## config.mk

```make
export PLATFORM = sky130hd
export DESIGN_NAME = wb_arbiter
export DESIGN_NICKNAME = d
export VERILOG_FILES = /design/src/rtl/wb_arbiter.sv
export SDC_FILE = /design/constraint.sdc
export NUM_CORES = 1
export LEC_CHECK = 0
export BUFFER_PORTS_ARGS = -buffer_cell sky130_fd_sc_hd__buf_2
export CORE_MARGIN = 5
export CORE_UTILIZATION = 55
export CTS_CLUSTER_SIZE = 8
export DETAILED_ROUTE_END_ITERATION = 12
export GPL_TIMING_DRIVEN = 0
export PLACE_DENSITY = 0.8
export SLEW_MARGIN = 20
export SYNTH_ARGS = -nofsm -noshare
export SYNTH_HDL_FRONTEND = slang
export SYNTH_SLANG_ARGS = --single-unit
```

## constraint.sdc

```tcl
create_clock -name clk -period 4.3 [get_ports clk]
set_input_delay 0.215 -clock clk [delete_from_list [all_inputs] [get_ports clk]]
set_output_delay 0.215 -clock clk [all_outputs]
set_load 0.01 [all_outputs]
```

## src/rtl/wb_arbiter.sv

```systemverilog
// wb_arbiter: merges ALU results and buffered load returns onto the register file write port, with a pending-load scoreboard
module wb_arbiter #(
  parameter int DATA_W = 16,
  parameter int ADDR_W = 3,
  parameter int FIFO_DEPTH = 2,
  parameter int STARVE_LIMIT = 4
) (
  input  logic                 clk,
  input  logic                 rst,
  input  logic                 alu_valid_i,
  input  logic [ADDR_W-1:0]    alu_rd_i,
  input  logic [DATA_W-1:0]    alu_data_i,
  input  logic                 lsu_valid_i,
  output logic                 lsu_ready_o,
  input  logic [ADDR_W-1:0]    lsu_rd_i,
  input  logic [DATA_W-1:0]    lsu_data_i,
  input  logic                 issue_en_i,
  input  logic                 issue_is_load_i,
  input  logic [ADDR_W-1:0]    issue_rd_i,
  input  logic [ADDR_W-1:0]    rs1_addr_i,
  input  logic [ADDR_W-1:0]    rs2_addr_i,
  output logic                 stall_o,
  output logic                 wb_stall_o,
  output logic [2**ADDR_W-1:0] busy_o,
  output logic                 regw_en_o,
  output logic [ADDR_W-1:0]    rd_addr_o,
  output logic [DATA_W-1:0]    rd_data_o
);
  localparam int PW = $clog2(FIFO_DEPTH);
  localparam int CW = $clog2(STARVE_LIMIT + 1);
  logic [DATA_W-1:0] fd [FIFO_DEPTH];
  logic [ADDR_W-1:0] fa [FIFO_DEPTH];
  logic [PW-1:0] wp, rp;
  logic [PW:0] cnt;
  logic [CW-1:0] sc, sc_n;
  logic [2**ADDR_W-1:0] busy, busy_n;
  logic push, pop, empty;
  assign empty = cnt == '0;
  assign lsu_ready_o = cnt < (PW+1)'(FIFO_DEPTH);
  assign push = lsu_valid_i && lsu_ready_o;
  assign pop = !alu_valid_i && !empty;
  assign sc_n = (empty || pop) ? '0 : (sc == CW'(STARVE_LIMIT)) ? sc : sc + 1'b1;
  assign busy_o = busy;
  assign stall_o = (rs1_addr_i != '0 && busy[rs1_addr_i]) ||
                   (rs2_addr_i != '0 && busy[rs2_addr_i]) ||
                   (issue_rd_i != '0 && busy[issue_rd_i]);
  always_comb begin
    busy_n = busy;
    if (pop) busy_n[fa[rp]] = 1'b0;
    if (issue_en_i && issue_is_load_i) busy_n[issue_rd_i] = 1'b1;
    busy_n[0] = 1'b0;
  end
  always_ff @(posedge clk) begin
    if (rst) begin
      wp <= '0;
      rp <= '0;
      cnt <= '0;
      sc <= '0;
      busy <= '0;
      wb_stall_o <= 1'b0;
      regw_en_o <= 1'b0;
      rd_addr_o <= '0;
      rd_data_o <= '0;
    end else begin
      if (push) begin
        fd[wp] <= lsu_data_i;
        fa[wp] <= lsu_rd_i;
        wp <= wp + 1'b1;
      end
      if (pop) rp <= rp + 1'b1;
      cnt <= cnt + (PW+1)'(push) - (PW+1)'(pop);
      sc <= sc_n;
      wb_stall_o <= sc_n >= CW'(STARVE_LIMIT - 1);
      busy <= busy_n;
      if (alu_valid_i) begin
        regw_en_o <= alu_rd_i != '0;
        rd_addr_o <= alu_rd_i;
        rd_data_o <= alu_data_i;
      end else if (pop) begin
        regw_en_o <= fa[rp] != '0;
        rd_addr_o <= fa[rp];
        rd_data_o <= fd[rp];
      end else begin
        regw_en_o <= 1'b0;
      end
    end
  end
endmodule
```

# --- After elaboration in Yosys (flattened, before gate mapping) ---
# Memories as Yosys holds them, arrays and structs flattened. A register that Yosys moved wholly into a read port is not among the register bits.
# Cells that the tools add are included.
word_totals:
  wordCells: 76
  mem_count: 2
  latchBits: 0
  out_inout_bits: 31
  ramBits: 38
  ff_bits: 36
  mem_bits_ro: 0
  input_bits: 53
op_classes:
  n_reduce_logical: 20
  addsub: 5
  multipliers: 0
  eq_ne: 1
  n_div: 0
  n_shift: 0
  magnitude_cmp: 8
  n_bitwise: 3
  muxes: 27
memory_table:
  columns: ["memory", "words", "word_bits", "read_ports", "rd_clocked_by_memory_dff", "write_ports", "line", "rtl"]
  rows:
  - ["fd", 2, 16, 1, 1, 1, "31", "logic [DATA_W-1:0] fd [FIFO_DEPTH];"]
  - ["fa", 2, 3, 1, 1, 1, "32", "logic [ADDR_W-1:0] fa [FIFO_DEPTH];"]
ops:
  columns: ["operator", "count"]
  rows:
  - ["16-bit 2-to-1 mux", 2]
  - ["3-bit by 4-bit < comparator with 1-bit output (second input constant)", 4]
  - ["8-bit 2-to-1 mux", 2]
  - ["3-bit nonzero test", 5]
  - ["1-bit 2-to-1 mux", 14]
  - ["3-bit 2-to-1 mux", 4]
  - ["1-bit binary-select mux with 3-bit select", 3]
  - ["8-bit AND", 1]
  - ["1-bit logical AND", 8]
  - ["8-bit inverter", 1]
  - ["8-bit bitwise OR", 1]
  - ["1-bit demux with 3-bit select", 2]
  - ["3-bit by 1-bit >= comparator with 1-bit output (second input constant)", 2]
  - ["3-bit by 1-bit adder with 3-bit output (second input constant)", 1]
  - ["3-bit == test (second input constant)", 1]
  - ["3-bit by 2-bit >= comparator with 1-bit output (second input constant)", 1]
  - ["1-bit logical OR", 3]
  - ["1-bit adder (second input constant)", 2]
  - ["2-bit by 1-bit adder with 2-bit output", 1]
  - ["1-bit logical NOT", 2]
  - ["2-bit logical NOT", 1]
  - ["2-bit < comparator (second input constant)", 1]
  - ["2-bit nonzero test", 1]
  - ["2-bit by 1-bit subtractor with 2-bit output", 1]

# --- Longest topological paths before layout ---
# Gate-level depths: netlist (run 1).
depth:
  word_depth: 9
  ltp_mapped: 8
  depth_no_buf: 8

# --- Least setup slack after synthesis (run 1) ---
# Ideal clock, no wire load.
synth_timing:
  path_type: "register to register"
  from: "register cnt[1]"
  to: "memory fa[1][0], enable pin"
  path_slack_ns: 1.840
  n_path_buf: 0
  synth_period_minus_slack_ns: 2.460
  stages_incl_launch_ff: 4
  setup_ns: 0.423
  arrival_ns: 2.037
  required_time_ns: 3.877
  path_cell_list: "dfxtp_1 > inv_1 > nand2_1 > nor3b_1"
synth_between:
  elab_chain_len: 5
synth_rtl:
  columns: ["item", "line", "rtl"]
  rows:
  - ["start: declaration", "34", "logic [PW:0] cnt;"]
  - ["start signal: assignment", "71", "cnt <= cnt + (PW+1)'(push) - (PW+1)'(pop);"]
  - ["2-bit < comparator", "39", "assign lsu_ready_o = cnt < (PW+1)'(FIFO_DEPTH);"]
  - ["named net lsu_ready_o", "14", "output logic lsu_ready_o,"]
  - ["1-bit logical AND", "40", "assign push = lsu_valid_i && lsu_ready_o;"]
  - ["1-bit 2-to-1 mux", "65", "if (push) begin"]
  - ["1-bit 2-to-1 mux", "54", "if (rst) begin"]
  - ["1-bit 2-to-1 mux (not written as such)", "67", "fa[wp] <= lsu_rd_i;"]
  - ["end: declaration", "32", null]
# The timed path passes the listed nets, and every way through them passes these cells.

# --- Final worst setup path (run 1) ---
layout_timing:
  from: "register busy[7], in the netlist busy_o[7]"
  to: "output port stall_o"
layout_between:
  elab_chain_len: 5
  elab_cells_between_ends: 11
  classes_between: "mux: 6; reduce/logical: 5"
layout_rtl:
  columns: ["item", "line", "rtl"]
  rows:
  - ["start: declaration", "36", "logic [2**ADDR_W-1:0] busy, busy_n;"]
  - ["start signal: assignment", "74", "busy <= busy_n;"]
  - ["1-bit binary-select mux with 3-bit select, on equally long branches", "44, 45", null]
  - ["1-bit 2-to-1 mux, on equally long branches", "44, 45", null]
  - ["1-bit logical AND, on equally long branches", "44, 45", null]
  - ["1-bit logical OR", "44", "assign stall_o = (rs1_addr_i != '0 && busy[rs1_addr_i]) ||"]
  - ["1-bit logical OR *", "45", "(rs2_addr_i != '0 && busy[rs2_addr_i]) ||"]
  - ["end: declaration", "22", "output logic stall_o,"]
# Mark *: on every way between the ends. The rest lies on a longest branch, timed or not. The select of a mux whose other input is x is not followed.

==> results of run 1 <==
[metal layers]
metal | part of all wire (%) | GRT usage, %
met1 | 43 | 24.3
met5 | 0 | 0
met4 | 1.4 | 8.06
met2 | 49 | 31.6
met3 | 6.7 | 4.37
[worst max-delay path: cells and delay by family (launching register included)]
kind	cells	cell delay, ns
muxes	1	0.47
and+or+nand+nor	1	0.09
AOI/OAI and AO/OA	1	0.30
buffers and inverters	1	0.15
DFF	1	0.35
[cell type report]
| class | count | area [sq um] | area share (%) |
|---|---|---|---|
| Tap cell | 72 | 90.1 | 2.31 |
| Buffer | 17 | 109 | 2.79 |
| Clock buffer | 9 | 124 | 3.18 |
| Inverter | 5 | 18.8 | 0.482 |
| Sequential cell | 74 | 1860 | 47.8 |
| Timing Repair Buffer | 83 | 425 | 10.9 |
| Clock inverter | 7 | 118 | 3.02 |
| Multi-Input combinational cell | 179 | 1150 | 29.5 |
[through the flow]
step,area (sq um),power [W],instances,setup slack (ns)
after floorplan,3130,0.00127,275,1.84
after global placement,3610,0.00141,426,1.12
after detailed placement,3650,0.00144,430,2.66
after CTS,3900,0.00208,446,2.35
after global routing,3900,0.00217,446,2.18
final,3900,0.00206,446,2.37
[cell usage in the layout (no fill, tap or decap), types with 5 or more instances in the layout]
master	Yosys	routed
clkbuf_1	8	8
clkbuf_8	0	9
edfxtp_1	38	38
a211o_1	18	18
a21oi_1	31	31
buf_4	1	5
nand2_1	30	30
nor2_1	27	27
buf_6	5	5
o21ai_0	11	11
dfxtp_1	36	36
mux2i_1	24	24
buf_2	3	82
inv_1	5	5
[power by group through the flow]
stage	clock network, W	registers (W)	logic [W]
2_1_floorplan	0	0.000903	0.000368
3_3_place_gp	0	0.000888	0.000525
3_5_place_dp	0	0.000890	0.000549
4_1_cts	0.000650	0.000875	0.000551
5_1_grt	0.000682	0.000883	0.000604
6_report	0.000640	0.000875	0.000546
[kinds of logic after synthesis]
family / count (synthesis) / synth area share, %
and+or+nand+nor: 77 / 10.9
adders and majority gates: 4 / 1.60
AOI/OAI and AO/OA: 66 / 13.3
buffers and inverters: 22 / 4.08
xor gates and xnor gates: 5 / 1.40
muxes: 26 / 9.12
DFF: 74 / 59.5
other: 1 / 0.120
[state kept, by name (all words and copies together), names as in the netlist, named ones only]
signal      flops
fd             32
wp              1
busy_o          7
fa              6
rd_data_o      16
rp              1
rd_addr_o       3
regw_en_o       1
sc              3
cnt             2
wb_stall_o      1
[worst min-delay path by stage]
stage                                     end  cells past startpoint
after global placement     fd[0][7]$_DFFE_PP_                      1
final                      fd[0][7]$_DFFE_PP_                      1
after floorplan            fa[0][0]$_DFFE_PP_                      0
after detailed placement   fd[0][7]$_DFFE_PP_                      1
after global routing      fd[1][10]$_DFFE_PP_                      1
after CTS                  fd[0][7]$_DFFE_PP_                      1
==> flow_results.org, run 1 <==
** Clock tree
- The tree built by TritonCTS fans out to 74 sinks.
- Number of setup buffers added after CTS :: 0
- CTS placed an instance of clkbuf_8 at the clock tree root.
- TritonCTS built the clock tree.
- The clock reaches the later pin of the worst-skew pair after 0.34 ns.
- Clock transition at path regs :: 0.08 ns
- In this run the deepest clock path goes through 2 buffers.
- For this design, the CTS-stage hold fixing added 0 buffers.
- In this run, CTS created clock tree buffers numbering 9.
- CTS H-tree depth :: 3
- Post-CTS sizing :: 0

** Drt
- Wire length reported by the detailed router :: a little under 7 mm
- The routed layout has 2361 vias.
- The first routing iteration left approximately 180 violations.
- Once detail routing completed, the nets flagged for antenna violations numbered 0.
- After detailed routing, the number of vias per cell comes to ~5.3.
- Number of detailed-route iterations in the first pass :: 4
- Drc violations :: 0
- Final routed wire length divided by cell count :: between 15 and 20 um

** Timing
- At the pin with the least slew margin, the transition time is between 0.5 and 0.6 ns.
- Max Clk Rate :: slightly above 500 MHz
- The final count of pins violating max slew came to 0.
- Endpoints failing hold :: 0
- Post-route minimum period :: roughly 1.9 ns
- Unrepaired setup endpoints after global routing :: no
- Clock tree skew after final layout :: 0.00668 ns
- Headroom to the max-slew limit came out at around 63%.
- Setup-violating endpoint count in the final report :: 0
- After routing, the total negative slack on setup checks comes to 0 ns.
- The worst path uses 44.8% of the clock period.
- Hold slack final :: ~0.053 ns

** GRT
- Global routing finished with a remaining overflow of 0.
- Largest net degree at the start of global routing :: 14
- First-pass GRT wire length :: around 11 mm
- In the global route stage, overall resource usage came out at 19.2%.
- The initial antenna violation count is 0.
- Number of global-route vias before repair :: roughly 2300

** Yosys
- YS warnings :: 0
- Number of distinct library cell variants in the gate-level netlist after synthesis :: 33
- The synthesized netlist occupies a cell area of about 3100 sq um.
- Dominant cell type by area after synthesis :: edfxtp_1
- Nets in the synthesized netlist :: about 330
- Fraction of synthesized cell area taken by the top area cell type :: between 30% and 40%
- Library cell with the highest instance count after synthesis :: edfxtp_1
- Each instance of the synthesized netlist takes up on average approximately 11 sq um.
- Sorting the synthesized cells by how often they occur yields edfxtp_1, dfxtp_1, a21oi_1, nand2_1, nor2_1.
- Number of enable-type register cells in the synthesized netlist :: 38
- Yosys attributes the largest share of cell area to edfxtp_1, dfxtp_1, mux2i_1, a211o_1, a21oi_1.
- For this run, the leading register cell type out of synthesis is edfxtp_1.
- Counting flops and latches in the post-synthesis netlist gives 74.
- Sequential fraction of the synthesis area :: roughly three fifths
- In the synthesized netlist the async set-or-reset flop fraction comes to 0%.
- Syn Inst Count :: 275

** Setup path
- On the worst path, the slowest cell contributes a delay of 0.47 ns.
- The startpoint identified for the worst register-to-register timing path is cnt[1]$_SDFF_PP0_.
- At the worst endpoint, the arrival time is between 1.5 and 2 ns.
- Worst R2R End :: cnt[1]$_SDFF_PP0_
- Walking the worst path, the cells encountered are mux4_2, a221oi_1, nand3_1, buf_2.
- Count of cells along the worst register-to-register path :: 8
- The worst setup path is launched from a flop.
- Following the worst setup path forward leads to its endpoint at stall_o.
- Required time of the worst setup path :: roughly 4 ns
- Largest fanout on the critical path :: 5
- Worst R2R Setup Slack :: 2.64 ns
- Launch point of the worst path :: busy_o[7]$_SDFF_PP0_
- Setup crit end kind :: output port
- The worst setup path is of the flop to output port kind.
- Cell with the largest stage delay on the worst path :: mux4_2

** Floorplan
- IO Count :: 84
- Vertical extent of the die :: between 80 and 90 um
- The floorplan step defined a die boundary enclosing around 7300 sq um.
- FP Rows :: 27
- Die outline width :: 85.4 um
- For this configuration, the core starts out at a cell density of 56.8%.
- Core footprint :: between 5000 and 6000 sq um

** Placement
- Buffers placed on the I/O ports in this run total between 70 and 80.
- Final weighted congestion of routability-driven global placement :: between 0.8 and 0.9
- After legalization and detailed placement, the total HPWL measured a little under 5 mm.

** Power
- For this design the ratio of total power to cell area is about 530 nW/um^2.
- In this run the power spent charging and discharging nets is between 0.0005 and 0.0006 W.
- In this run, the combinational gates consume a little over a quarter of the power.
- Static leakage power :: 1.59 nW
- Worst-case vdd ir drop :: around 370 uV
- Sequential cells account for ~42% of the total power.
- Relative contribution of the clock network to total power :: between 30% and 40%
- Switching Fraction :: 28.7%
- Internal power comes to around 0.0015 W.

** Layout
- Fraction of layout instances using a drive strength above 1 :: a little under a third
- Synth-to-layout area growth :: 24.5%
- Cells fill a little over two thirds of the core in the end.
- The net count of the finished layout is between 400 and 500.
- N_diodes :: 0
- Counting the fill cells in the layout gives ~420.

** Outcome
- The flow ran to the end, and the final reports show no timing, DRC or antenna violations.

** Hold path
- The startpoint identified for the worst hold timing path is lsu_data_i[7].
- Hold/Removal Path Class :: primary input to flop

** Job
- Max-capacitance violation count :: 0
(Power assumes the default switching activity.)
==> inputs of run 2 (changes only) <==
Settings changed: CORE_UTILIZATION 55 to 47, PLACE_DENSITY 0.8 to 0.72.
Clock period 4.3 ns to 1.7 ns, I/O delays scaled along.
==> run 2 against run 1 <==
  * Utilization fell by 3.0 points
  * Critical path depth stayed put
  * Worst hold slack got worse by 0.042 ns
  * Worst setup slack lost 2.4 ns
  * Non-clock buffer count up 38
  * Critical endpoint unchanged
  * First-iteration DRC count shrank 13%
  * Register-to-register slack got worse by 2.5 ns
  * Total power increased to 2.6 times the previous value
  * The flow now finishes with violations (setup timing)
  * Clock skew is 0.00078 ns higher
==> flow_results.org, run 2 (same netlist as run 1, synthesis figures left out) <==
** Drt
- The final layout contains routed wiring with a total length of 7.76 mm.
- Antenna-violating nets left :: 0
- Using the TritonRoute via totals, the vias-per-cell ratio works out to around 5.3.
- DR iter-0 viols :: about 160
- Total number of vias :: 2569
- Final routed wire length divided by cell count :: 15.9 um
- Drc violations :: 0
- Number of detailed-route iterations in the first pass :: 4

** Clock tree
- Number of sinks handled by clock tree synthesis :: 74
- The clock passes through at most 2 buffers.
- TritonCTS clock tree :: built
- Root buffer cell :: clkbuf_8
- After clock tree synthesis, the clock-pin slew on the worst setup and hold paths is ~0.080 ns.
- The H-tree was split into 3 levels.
- Clock network latency to the later pin of the worst-skew pair :: ~0.35 ns
- Number of CTS-inserted buffers :: 9

** Timing
- Accumulated negative setup slack :: -0.0347 ns
- Unrepaired setup endpoints after global routing :: yes
- Final number of max-transition violations :: 0
- For this run, the top clock speed supported by timing is between 500 and 600 MHz.
- Max_slew headroom :: between 60 and 70%
- Hold slack final :: 0.0113 ns
- The count of final hold-check violations came to 0.
- For the pin with the worst max-slew slack, the measured transition is about 0.55 ns.
- Final worst slack :: -0.0347 ns
- After layout, the minimum clock period comes to ~1.7 ns.
- In the finished design, the share of the clock period the worst path needs comes to 102%.
- Setup violations remaining at the end of the flow were counted as 1.
- Clock tree skew after final layout :: ~0.0075 ns

** Layout
- Summing all non-filler instances in the final layout gives an area of around 4300 sq um.
- The layout has a little under 500 filler cells.
- N_diodes :: 0
- Number of flip-flops under the largest register name :: 32
- The area growth from synthesis to layout is 39.0%.
- The library cells used most frequently in the layout, excluding fill and tap cells, are buf_2, edfxtp_1, dlygate4sd3_1, dfxtp_1, a21oi_1.
- Fraction of layout instances using a drive strength above 1 :: 29.6%
- Leaving out fill and tap cells, the most frequent cell in the layout is buf_2.
- The register with the most flip-flops in the final layout is fd.
- Final Util :: between 60% and 70%
- Final nets :: between 400 and 500

** Floorplan
- Floorplan die area :: 8390 sq um
- Vertical extent of the die :: between 90 and 100 um
- Die outline width :: 91.6 um
- Core footprint :: roughly 6400 sq um
- Initial cell density of the core :: approximately half
- Pin placement for this block handled 84 I/O pins.
- FP Rows :: 29

** GRT
- The via count of the first global-routing pass is 2620.
- The first global-routing pass estimated roughly 13 mm of wire.
- Total overflow reported by the global router :: 0
- Global router's overall resource usage :: roughly a fifth
- Entering global routing, the biggest net connects 20 pins.
- The initial antenna violation count is 0.

** Outcome
- The flow ran to the end, but the final reports show violations.
- Failing checks :: setup timing

** Placement
- Post-place instance area :: around 3600 sq um
- Once detailed placement completed, the half-perimeter wirelength came to ~4.9 mm.
- Final weighted congestion of routability-driven global placement :: 0.778
- The count of buffers added on input and output ports is between 70 and 80.

** Power
- Areal power density over the cells :: about 1200 nW/um^2
- Net load switching power :: approximately 0.0016 W
- The design draws 0.00538 W.
- Switching Fraction :: between 20% and 30%
- Part of the power in combinational logic :: 27.7%
- Worst-case vdd ir drop :: ~670 uV
- Per report_power, the clock group accounts for 31.2% of the total.
- Part of the power in registers :: 41.2%
- P_int :: approximately 0.0038 W
- Summed over all cells, the static leakage comes to between 1.5 and 2 nW.

** Setup path
- Cell with the largest stage delay on the worst path :: mux4_2
- Data on the critical path is required at its endpoint by approximately 1.6 ns.
- The number of buffers and inverters on the critical path is 1.
- Delay of the slowest cell on the worst path :: 0.48 ns
- CP arrival :: approximately 1.7 ns
- The critical path is of the flop to output port type.
- Critical path, cell by cell :: mux4_2, a221oi_2, nand3_1, buf_2
- CP startpoint kind :: flop
- Broken down by cell family, the worst path's largest delay share belongs to multiplexers.
- Setup crit end kind :: output port
- In this run the worst path has a maximum fanout of 3.

** Hold path
- The min-delay analysis places its worst path in the category primary input to flop.

** Job
- Across the run, the number of max-cap violations was 0.
## run 2: what timing repair did
action / CTS / global route
pin swaps: 3 / 0
gates cloned: 0 / 0
gates resized for setup: 5 / 4
hold buffers: 36 / 0
setup endpoints to repair: 39 / 2
buffers inserted: 4 / 2
endpoints found under the hold margin: 55 / 0
## run 2: worst reg2reg max path, cell delays in order, from the launching register on
cell	delay, ns
dfxtp_1	0.33
inv_1	0.14
nand2_4	0.11
ha_1	0.29
inv_1	0.04
ha_1	0.18
xnor2_1	0.16
xnor2_1	0.13
nor2_1	0.05
## run 2: power groups by stage
stage | sequential, W | clock, W | combinational (W)
2_1_floorplan | 0.00229 | 0 | 0.000943
3_3_place_gp | 0.00225 | 0 | 0.00135
3_5_place_dp | 0.00226 | 0 | 0.00138
4_1_cts | 0.00222 | 0.00169 | 0.00148
5_1_grt | 0.00224 | 0.00179 | 0.00163
6_report | 0.00222 | 0.00168 | 0.00149
## run 2: final cells by class
type	count	area (sq um)	share of cell area [%]
Buffer	17	109	2.50
Sequential cell	74	1870	43.0
Clock inverter	6	114	2.62
Tap cell	77	96.3	2.22
Clock buffer	10	138	3.16
Inverter	5	18.8	0.432
Timing Repair Buffer	121	826	19.0
Multi-Input combinational cell	179	1180	27.0
## run 2: routing by layer
layer / vias up / GRT usage, % / routed length [um]
met4: 0 / 8.17 / 179
li1: 1253 / - / -
met3: 17 / 6.03 / 637
met1: 1191 / 23.3 / 3180
met2: 108 / 31.0 / 3760
met5: - / 0 / 0
## run 2: worst paths after layout
path | startpoint | endpoint | slack [ns] | cells past startpoint
max | busy_o[7]$_SDFF_PP0_ | stall_o | -0.03 | 4
min | alu_rd_i[1] | rd_addr_o[1]$_SDFFE_PP0P_ | 0.01 | 3
max reg2reg | cnt[1]$_SDFF_PP0_ | cnt[1]$_SDFF_PP0_ | 0.16 | 8
min reg2reg | rp$_SDFFE_PP0P_ | flop | 0.55 | 2
## run 2: per-stage QoR
| stage | instances | setup WS, ns |
|---|---|---|
| after global routing | 489 | -0.115 |
| after floorplan | 275 | 0.0884 |
| after global placement | 431 | -0.190 |
| after CTS | 487 | -0.0363 |
| after detailed placement | 431 | -0.211 |
| final | 489 | -0.0347 |
